## config.mk

```make
export PLATFORM = sky130hd
export DESIGN_NAME = wide_op_sequencer_flat
export DESIGN_NICKNAME = d
export VERILOG_FILES = /design/src/rtl/wide_op_sequencer_pkg.sv /design/src/rtl/wide_op_sequencer_if.sv /design/src/rtl/wide_op_sequencer.sv /design/src/flat_wrapper.sv
export SDC_FILE = /design/constraint.sdc
export NUM_CORES = 1
export LEC_CHECK = 0
export ABC_AREA = 0
export CORE_ASPECT_RATIO = 1.4
export CORE_MARGIN = 2
export CORE_UTILIZATION = 49
export CTS_CLUSTER_SIZE = 20
export DETAILED_ROUTE_END_ITERATION = 8
export PLACE_DENSITY = 0.84
export RECOVER_POWER = 25
export SYNTH_ARGS = -nofsm -noshare
export SYNTH_HDL_FRONTEND = slang
export SYNTH_SLANG_ARGS = --single-unit
```

## constraint.sdc

```tcl
create_clock -name clk -period 4.8 [get_ports clk]
set_input_delay 0.48 -clock clk [delete_from_list [all_inputs] [get_ports clk]]
set_output_delay 0.48 -clock clk [all_outputs]
set_load 0.05 [all_outputs]
```

## src/rtl/wide_op_sequencer_pkg.sv

```systemverilog
// Shared definitions for the wide-op sequencer: byte-ALU opcodes and 16-bit command codes.
// Imported by the sequencer, its bus interface and anything that models the external ALU.
package wide_op_sequencer_pkg;

    typedef enum logic [2:0] {
        kNOP = 3'd0,
        kADD = 3'd1,
        kLSH = 3'd2,
        kRSH = 3'd3
    } alu_op_e;

    typedef enum logic [1:0] {
        CMD_ADD16 = 2'b00,
        CMD_LSH16 = 2'b01,
        CMD_RSH16 = 2'b10,
        CMD_RSVD  = 2'b11
    } wide_cmd_e;

    function automatic alu_op_e cmd_to_alu_op(input wide_cmd_e cmd);
        alu_op_e op;
        case (cmd)
            CMD_ADD16: op = kADD;
            CMD_LSH16: op = kLSH;
            CMD_RSH16: op = kRSH;
            default:   op = kNOP;
        endcase
        return op;
    endfunction

endpackage

```

## src/rtl/wide_op_sequencer_if.sv

```systemverilog
// Bus bundle for the wide-op sequencer: command/result side plus the byte-ALU drive/return.
// master = requester that also hosts the ALU; slave = the sequencer itself.
interface wide_op_sequencer_if;
    import wide_op_sequencer_pkg::*;

    logic        start;
    wide_cmd_e   cmd;
    logic [15:0] a;
    logic [15:0] b;
    logic        busy;
    logic        done;
    logic [15:0] result;
    logic        carry;
    logic        zero;

    logic [7:0]  alu_a;
    logic [7:0]  alu_b;
    alu_op_e     alu_op;
    logic        alu_sc_in;
    logic [7:0]  alu_out;
    logic        alu_sc_out;

    modport master (
        output start, cmd, a, b,
        input  busy, done, result, carry, zero,
        input  alu_a, alu_b, alu_op, alu_sc_in,
        output alu_out, alu_sc_out
    );

    modport slave (
        input  start, cmd, a, b,
        output busy, done, result, carry, zero,
        output alu_a, alu_b, alu_op, alu_sc_in,
        input  alu_out, alu_sc_out
    );

endinterface

```

## src/rtl/wide_op_sequencer.sv

```systemverilog
// Sequences a 16-bit ADD/LSH/RSH over an external 8-bit ALU in two byte steps.
// Latency: DONE three cycles after the accepting edge (FIRST, SECOND, FIN).
// Backpressure: none; START is ignored while BUSY and only sampled in IDLE.
module wide_op_sequencer
    import wide_op_sequencer_pkg::*;
(
    input  logic              clk,
    input  logic              reset_n,
    wide_op_sequencer_if.slave bus
);

    localparam logic [1:0] IDLE   = 2'd0;
    localparam logic [1:0] FIRST  = 2'd1;
    localparam logic [1:0] SECOND = 2'd2;
    localparam logic [1:0] FIN    = 2'd3;

    logic [1:0]  state;
    wide_cmd_e   cmd_q;
    logic [15:0] a_q;
    logic [15:0] b_q;
    logic [15:0] result_q;
    logic [15:0] result_nxt;
    logic        carry_q;
    logic        zero_q;

    logic        hi_step;
    logic        to_hi_byte;
    logic        rsvd;
    logic [7:0]  cap_byte;
    logic        cap_carry;

    logic [7:0]  alu_a_d;
    logic [7:0]  alu_b_d;
    alu_op_e     alu_op_d;
    logic        alu_sc_d;

    // ALU drive is idle outside the two byte steps so the ALU sees a quiet bus.
    always_comb begin
        hi_step  = (state == SECOND);
        rsvd     = (cmd_q == CMD_RSVD);
        alu_a_d  = 8'h00;
        alu_b_d  = 8'h00;
        alu_op_d = kNOP;
        alu_sc_d = 1'b0;
        if (state == FIRST || state == SECOND) begin
            alu_op_d = cmd_to_alu_op(cmd_q);
            alu_sc_d = hi_step && !rsvd && carry_q;
            case (cmd_q)
                CMD_ADD16: begin
                    alu_a_d = hi_step ? a_q[15:8] : a_q[7:0];
                    alu_b_d = hi_step ? b_q[15:8] : b_q[7:0];
                end
                CMD_LSH16: alu_a_d = hi_step ? a_q[15:8] : a_q[7:0];
                CMD_RSH16: alu_a_d = hi_step ? a_q[7:0]  : a_q[15:8];
                default:   alu_a_d = 8'h00;
            endcase
        end
    end

    // Right shifts walk from the high byte down, so the byte order flips.
    always_comb begin
        to_hi_byte = (cmd_q == CMD_RSH16) ? !hi_step : hi_step;
        cap_byte   = rsvd ? 8'h00 : bus.alu_out;
        cap_carry  = !rsvd && bus.alu_sc_out;
        result_nxt = result_q;
        if (to_hi_byte) begin
            result_nxt[15:8] = cap_byte;
        end else begin
            result_nxt[7:0] = cap_byte;
        end
    end

    always_ff @(posedge clk or negedge reset_n) begin
        if (!reset_n) begin
            state    <= IDLE;
            cmd_q    <= CMD_ADD16;
            a_q      <= 16'h0000;
            b_q      <= 16'h0000;
            result_q <= 16'h0000;
            carry_q  <= 1'b0;
            zero_q   <= 1'b1;
        end else begin
            case (state)
                IDLE: begin
                    if (bus.start) begin
                        state <= FIRST;
                        cmd_q <= bus.cmd;
                        a_q   <= bus.a;
                        b_q   <= bus.b;
                    end
                end
                FIRST: begin
                    state    <= SECOND;
                    result_q <= result_nxt;
                    carry_q  <= cap_carry;
                end
                SECOND: begin
                    state    <= FIN;
                    result_q <= result_nxt;
                    carry_q  <= cap_carry;
                    zero_q   <= (result_nxt == 16'h0000);
                end
                default: state <= IDLE;
            endcase
        end
    end

    assign bus.busy      = (state != IDLE);
    assign bus.done      = (state == FIN);
    assign bus.result    = result_q;
    assign bus.carry     = carry_q;
    assign bus.zero      = zero_q;
    assign bus.alu_a     = alu_a_d;
    assign bus.alu_b     = alu_b_d;
    assign bus.alu_op    = alu_op_d;
    assign bus.alu_sc_in = alu_sc_d;

endmodule
```

## src/flat_wrapper.sv

```systemverilog
// flat-port wrapper written by rule: the top's interface ports become plain ports
module wide_op_sequencer_flat import wide_op_sequencer_pkg::*;
  (clk, reset_n, bus_start, bus_cmd, bus_a, bus_b, bus_busy, bus_done, bus_result, bus_carry, bus_zero, bus_alu_a, bus_alu_b, bus_alu_op, bus_alu_sc_in, bus_alu_out, bus_alu_sc_out);
  wide_op_sequencer_if bus_i ();
  input  logic clk;
  input  logic reset_n;
  input wire logic [$bits(bus_i.start)-1:0] bus_start;
  input wire logic [$bits(bus_i.cmd)-1:0] bus_cmd;
  input wire logic [$bits(bus_i.a)-1:0] bus_a;
  input wire logic [$bits(bus_i.b)-1:0] bus_b;
  output wire logic [$bits(bus_i.busy)-1:0] bus_busy;
  output wire logic [$bits(bus_i.done)-1:0] bus_done;
  output wire logic [$bits(bus_i.result)-1:0] bus_result;
  output wire logic [$bits(bus_i.carry)-1:0] bus_carry;
  output wire logic [$bits(bus_i.zero)-1:0] bus_zero;
  output wire logic [$bits(bus_i.alu_a)-1:0] bus_alu_a;
  output wire logic [$bits(bus_i.alu_b)-1:0] bus_alu_b;
  output wire logic [$bits(bus_i.alu_op)-1:0] bus_alu_op;
  output wire logic [$bits(bus_i.alu_sc_in)-1:0] bus_alu_sc_in;
  input wire logic [$bits(bus_i.alu_out)-1:0] bus_alu_out;
  input wire logic [$bits(bus_i.alu_sc_out)-1:0] bus_alu_sc_out;
  assign bus_i.start = bus_start;
  assign bus_i.cmd = bus_cmd;
  assign bus_i.a = bus_a;
  assign bus_i.b = bus_b;
  assign bus_busy = bus_i.busy;
  assign bus_done = bus_i.done;
  assign bus_result = bus_i.result;
  assign bus_carry = bus_i.carry;
  assign bus_zero = bus_i.zero;
  assign bus_alu_a = bus_i.alu_a;
  assign bus_alu_b = bus_i.alu_b;
  assign bus_alu_op = bus_i.alu_op;
  assign bus_alu_sc_in = bus_i.alu_sc_in;
  assign bus_i.alu_out = bus_alu_out;
  assign bus_i.alu_sc_out = bus_alu_sc_out;
  wide_op_sequencer u_core (.clk(clk), .reset_n(reset_n), .bus(bus_i));
endmodule
```

==> out/metrics.yaml, run 1 <==
outcome:
  outcome: "finished with violations"
  violations: "capacitance limit, slew limit"
die:
  chipWidth_um: 65.3
  die_y_um: 89.9
  core_area_sq_mm: 0.00512
  io-pin-count: 86
  std_cell_rows: 31
  initial_core_util: 0.504
  die-area_sq_mm: 0.00587
setup_path:
  regToRegStartpoint: "u_core.state[0]"
  start_kind: "register"
  worstSetupEndpointType: "primary output"
  reg2regPathDepth: 6
  crit_path_start: "u_core.state[0]"
  crit_fanout: 13
  path_class: "reg2out"
  cp.required_ns: 4.32
  cp_data_arrival_time_ns: 3.12
sta:
  hold_slack_ns: 0.507
  slew_headroom: -0.858
  rsz0062_at_grt: "false"
  hold_viol_final: 0
  worst_pin_slew_ns: 2.79
  period_share: 0.749
  finalCriticalPeriod_ns: 3.60
  finalSetupViolations: 0
  setup_tns_ns: 0
  skew_ns: 0.0134
  fmax_mhz: 278
  slew_viol_final: 55
yosys:
  synth_top_area_frac: 0.514
  ys.flop_type: "dfrtp_1"
  synth_cells: 228
  synth_edf_count: 0
  synth_area_sq_mm: 0.00258
  ys_ff_latch: 54
  synthTopCellsByArea: "dfrtp_1 51%, mux2_2 15%, ha_1 3.9%"
  syn_avg_cell_area_sq_um: 11.3
  synth_top_area_cell: "dfrtp_1"
  synth_warnings: 0
  synth_fp_nets: 282
  synth-async-reset-ratio: 1.00
  ys_seq_area_frac: 0.524
  synth_cell_type_count: 31
min_path:
  min_path_cells: 2
  worstHoldStart: "u_core.bus.zero"
  hp-class: "reg2reg"
cells_and_area:
  insertedDiodeCount: 0
  layout.nets: 364
  drive_gt1_frac: 0.161
  area_growth_pct: 37.7
clock_tree:
  cts_root_buf: "clkbuf_8"
  postCtsHoldBufs: 0
  cts_max_level: 2
  cts.path.max_buffers: 2
  clock_latency_ns: 0.30
  cts_num_sinks: 54
  cts_setup_buffers: 0
  path_clk_slew_ns: 0.10
  ctsResizeCount: 0
  numCtsBuffers: 5
  cts_tree: "done"
placed_design:
  port_buffers: 84
  hpwl_um: 4230
  routabilityCongestion: 0.806
global_route:
  grt_pass1_vias: 1951
  track_usage: 0.200
  grt_max_degree: 55
  grt_pass1_wl_um: 9130
  grt_overflow: 0
  antenna_found_initial: 0
detailed_routing:
  avgRoutedWirePerCell_um: 14.7
  ant_nets: 0
  vias_per_cell: 5.19
  wl_met3_um: 302
  wl_met1_um: 2100
  drt_first_iter_violations: 90
  met2_length_um: 3030
  vias: 1958
  drt_wl_total_um: 5540
  highest_layer: "met4"
  drc: 0
  dr.pass1.iters: 4
job:
  drv_cap: 1
## cell usage in the layout, fill, tap and decap left out, types with 2 or more instances in the layout
cell type / instances
clkdlybuf4s50_1: 83
dfrtp_1: 53
mux2_2: 34
nand2_1: 24
nor2_1: 19
o21ai_1: 17
nand2b_1: 10
inv_1: 9
mux2i_1: 9
a22oi_1: 8
ha_1: 8
clkbuf_8: 6
o21ai_0: 4
nor4_2: 3
o22ai_1: 2
o31ai_1: 2
a21oi_1: 2
or4_1: 2
clkbuf_1: 2
## per-layer routing
metal  up-vias  GRT usage
met5         -          0
met4         0     0.0694
met3         8     0.0451
met2        66      0.355
met1       936      0.232
li1        948          -
## final cells by class
cell class,count,area [sq um]
tap,66,82.6
clock buffer,7,86.3
sequential,54,1350
fill,402,1570
clock inverter,1,5.00
multi-input combinational,154,1150
timing repair buffer,86,847
inverter,9,33.8
## critical path, cell delays in order, from the launching register on
cell and delay, ns:
dfrtp_1 0.39, inv_1 0.13, ha_1 0.63, o21ai_0 0.18, o21ai_1 0.37, a22oi_1 0.17, nor2_1 0.14, clkdlybuf4s50_1 0.82
## cell families after synthesis
| group | count (synthesis) | share of synthesized area |
|---|---|---|
| fa+ha+maj | 8 | 0.0388 |
| mux | 44 | 0.188 |
| compound gates | 37 | 0.0877 |
| other cells | 1 | 0.00145 |
| flops | 54 | 0.524 |
| xor+xnor | 2 | 0.00970 |
| buf+inv | 20 | 0.0315 |
| simple gates | 62 | 0.119 |
## per-stage QoR
step | cells | setup WS (ns) | utilization | area [sq um]
6_report | 377 | 1.20 | 0.694 | 3550
5_1_grt | 377 | 0.923 | 0.694 | 3550
4_1_cts | 377 | 1.19 | 0.695 | 3560
3_5_place_dp | 369 | 1.52 | 0.677 | 3470
3_3_place_gp | 369 | 1.58 | 0.677 | 3470
2_1_floorplan | 228 | 2.36 | - | 2580
## flip-flops by register name (all words and copies together) (netlist names)
name	cells
u_core.a_q	16
u_core.bus.result	16
u_core.cmd_q	2
u_core.state	2
u_core.bus.carry	1
u_core.b_q	16
u_core.bus.zero	1
## synth_stat cells, types with 3 or more instances
cell      number
a22oi_1        8
nand2b_1      10
nand2_1       24
dfrtp_1       53
clkbuf_1       7
mux2_2        34
o21ai_1       17
mux2i_1        9
nor2_1        19
o21ai_0        4
inv_1          9
nor4_2         3
ha_1           8
## final timing paths
path,endpoint,slack [ns]
setup / recovery,bus_alu_a[6],1.20
min in group asynchronous,u_core.bus.result[12],1.15
hold / removal,u_core.bus.zero,0.51
setup reg to reg,u_core.bus.result[0],2.78
hold reg to reg,u_core.bus.zero,0.51
max in group asynchronous,u_core.b_q[5],2.07
Power of run 1 is not shown: default switching activity piles up to over one toggle a cycle in this logic, so the estimate is an artifact.
==> run 2: changes to the inputs <==
--- a/config.mk
+++ b/config.mk
@@ -8,10 +8,10 @@
 export ABC_AREA = 0
 export CORE_ASPECT_RATIO = 1.4
 export CORE_MARGIN = 2
-export CORE_UTILIZATION = 49
+export CORE_UTILIZATION = 46
 export CTS_CLUSTER_SIZE = 20
 export DETAILED_ROUTE_END_ITERATION = 8
-export PLACE_DENSITY = 0.84
+export PLACE_DENSITY = 0.79
 export RECOVER_POWER = 25
 export SYNTH_ARGS = -nofsm -noshare
 export SYNTH_HDL_FRONTEND = slang
==> constraint.sdc (replaced) <==
create_clock -name clk -period 3.6 [get_ports clk]
set_input_delay 0.36 -clock clk [delete_from_list [all_inputs] [get_ports clk]]
set_output_delay 0.36 -clock clk [all_outputs]
set_load 0.05 [all_outputs]
==> run 2 against run 1 <==
  * The flow still finishes with violations (capacitance limit, slew limit)
  * Final cell count grew 0.80%
  * Global-route usage is essentially flat
  * Largest cell class unchanged
  * Sequential cell count is the same
  * Hold slack gained 0.0023 ns
  * Critical path depth is the same
  * Cell area grew 0.67%
  * Critical endpoint is now bus_alu_a[0]
==> out/metrics.yaml, run 2 (synthesis results as in run 1) <==
detailed_routing:
  vias: 1937  # -1.1%
  vias_per_cell: 5.10  # -1.9%
  avgRoutedWirePerCell_um: 14.8  # +0.70%
  dr.pass1.iters: 4  # unchanged
  drt_wl_total_um: 5620  # +1.5%
  drc: 0  # unchanged
  ant_nets: 0  # unchanged
  drt_first_iter_violations: 62  # -31%
die:
  die-area_sq_mm: 0.00624  # +6.2%
  initial_core_util: 0.474  # -0.0301
  io-pin-count: 86  # unchanged
  chipWidth_um: 67.3  # +3.0%
  die_y_um: 92.6  # +3.1%
  core_area_sq_mm: 0.00545  # +6.4%
  std_cell_rows: 32  # +3.2%
clock_tree:
  cts_tree: "done"
  cts_num_sinks: 54  # unchanged
  clock_latency_ns: 0.30  # about the same
  cts.path.max_buffers: 2  # unchanged
  cts_root_buf: "clkbuf_8"
  cts_max_level: 2  # unchanged
  path_clk_slew_ns: 0.09  # about the same
  numCtsBuffers: 5  # unchanged
  postCtsHoldBufs: 0  # unchanged
  ctsResizeCount: 0  # unchanged
  cts_setup_buffers: 0  # unchanged
sta:
  finalCriticalPeriod_ns: 3.25
  worst_pin_slew_ns: 1.82  # -0.963 ns
  finalSetupViolations: 0  # unchanged
  slew_headroom: -0.216  # +0.642
  hold_viol_final: 0  # unchanged
  setup_tns_ns: 0  # unchanged
  period_share: 0.903
  rsz0062_at_grt: "false"
  slew_viol_final: 35  # -36%
  fin_ws_ns: 0.351  # -0.854 ns
  fmax_mhz: 308
  skew_ns: 0.00577  # -0.00758 ns
cells_and_area:
  area_growth_pct: 38.6
  layout_common_cells: "83 x clkdlybuf4s50_1, 53 x dfrtp_1, 34 x mux2_2"
  fillers: 460  # +14%
  final_common_cell: "clkdlybuf4s50_1"
  layout.nets: 365  # +0.27%
  insertedDiodeCount: 0  # unchanged
  drive_gt1_frac: 0.157  # -0.00372
global_route:
  grt_busiest_layer: "met2"
  use_met3: 0.0474  # +0.00233
  grt_pass1_wl_um: 9370  # +2.7%
  track_usage: 0.200  # about the same
  use_met1: 0.234  # +0.00201
  grt_max_degree: 35  # -36%
  grt_overflow: 0  # unchanged
  antenna_found_initial: 0  # unchanged
  grt_pass1_vias: 2060  # +5.6%
  grt_util_met2: 0.352  # -0.00313
setup_path:
  r2r_slack_ns: 1.59  # -1.19 ns
  start_kind: "register"
  crit_fanout: 8  # -5
  cp.required_ns: 3.24  # -1.08 ns
  reg2regPathDepth: 5  # -1
  worstSetupEndpointType: "primary output"
  cp_data_arrival_time_ns: 2.89  # -0.23 ns
  path_class: "reg2out"
  regToRegStartpoint: "u_core.state[1]"
  regToRegEndpoint: "u_core.b_q[15]"
placed_design:
  port_buffers: 84  # unchanged
  routabilityCongestion: 0.774  # -3.9%
  dpl_worst_slack_ns: 0.686  # -0.833 ns
  hpwl_um: 4290  # +1.5%
outcome:
  outcome: "finished with violations"
  violations: "capacitance limit, slew limit"
min_path:
  worstHoldStart: "u_core.bus.result[2]"
  min_path_cells: 2  # unchanged
  hp-class: "reg2reg"
  hold-path-endpoint: "u_core.bus.result[2]"
job:
  drv_cap: 1  # unchanged
-- run 2: cell count changes in the layout (fill, tap and decap cells not counted), sizes merged --
cell	previous run	this run
bufinv	0	1
clkbuf	8	9
clkinv	1	0
-- run 2: final cells by class --
| type | instances | area [sq um] | share of cell area |
|---|---|---|---|
| clock buffer | 7 | 76.3 | 0.0213 |
| clock inverter | 1 | 30.0 | 0.00839 |
| inverter | 9 | 33.8 | 0.00944 |
| multi-input combinational | 154 | 1150 | 0.321 |
| sequential | 54 | 1350 | 0.378 |
| tap | 68 | 85.1 | 0.0238 |
| timing repair buffer | 87 | 853 | 0.238 |
-- run 2: worst max path at each step --
stage	start	to	slack (ns)	cells past startpoint
2_1_floorplan	u_core.cmd_q[0]	bus_alu_a[0]	1.28	7
4_1_cts	u_core.cmd_q[0]	bus_alu_a[0]	0.33	7
3_3_place_gp	u_core.cmd_q[0]	bus_alu_a[4]	0.73	7
6_report	u_core.cmd_q[0]	bus_alu_a[0]	0.35	7
5_1_grt	u_core.cmd_q[0]	bus_alu_a[7]	0.15	7
3_5_place_dp	u_core.cmd_q[0]	bus_alu_a[0]	0.69	7
-- run 2: through the flow --
step / util / instance area (sq um) / hold WS [ns] / cells
final: 0.657 / 3580 / 0.510 / 380
after global placement: 0.639 / 3480 / 0.463 / 372
after detailed placement: 0.639 / 3480 / 0.473 / 372
after global routing: 0.657 / 3580 / 0.522 / 380
after CTS: 0.658 / 3580 / 0.133 / 380
after floorplan: - / 2580 / 0.0644 / 228
-- run 2: worst max-delay path: stages (launching register included) --
cell and delay [ns]:
dfrtp_1 0.42, inv_1 0.10, ha_1 0.33, inv_1 0.08, o21ai_1 0.51, a22oi_1 0.18
nor2_1 0.14, clkdlybuf4s50_1 0.82
-- run 2: per-layer routing --
layer / up-vias / wire length, um
li1: 952 / -
met1: 921 / 2230
met2: 58 / 2980
met3: 6 / 318
met4: 0 / 93
met5: - / 0
Power of run 2 is left out for the same reason.
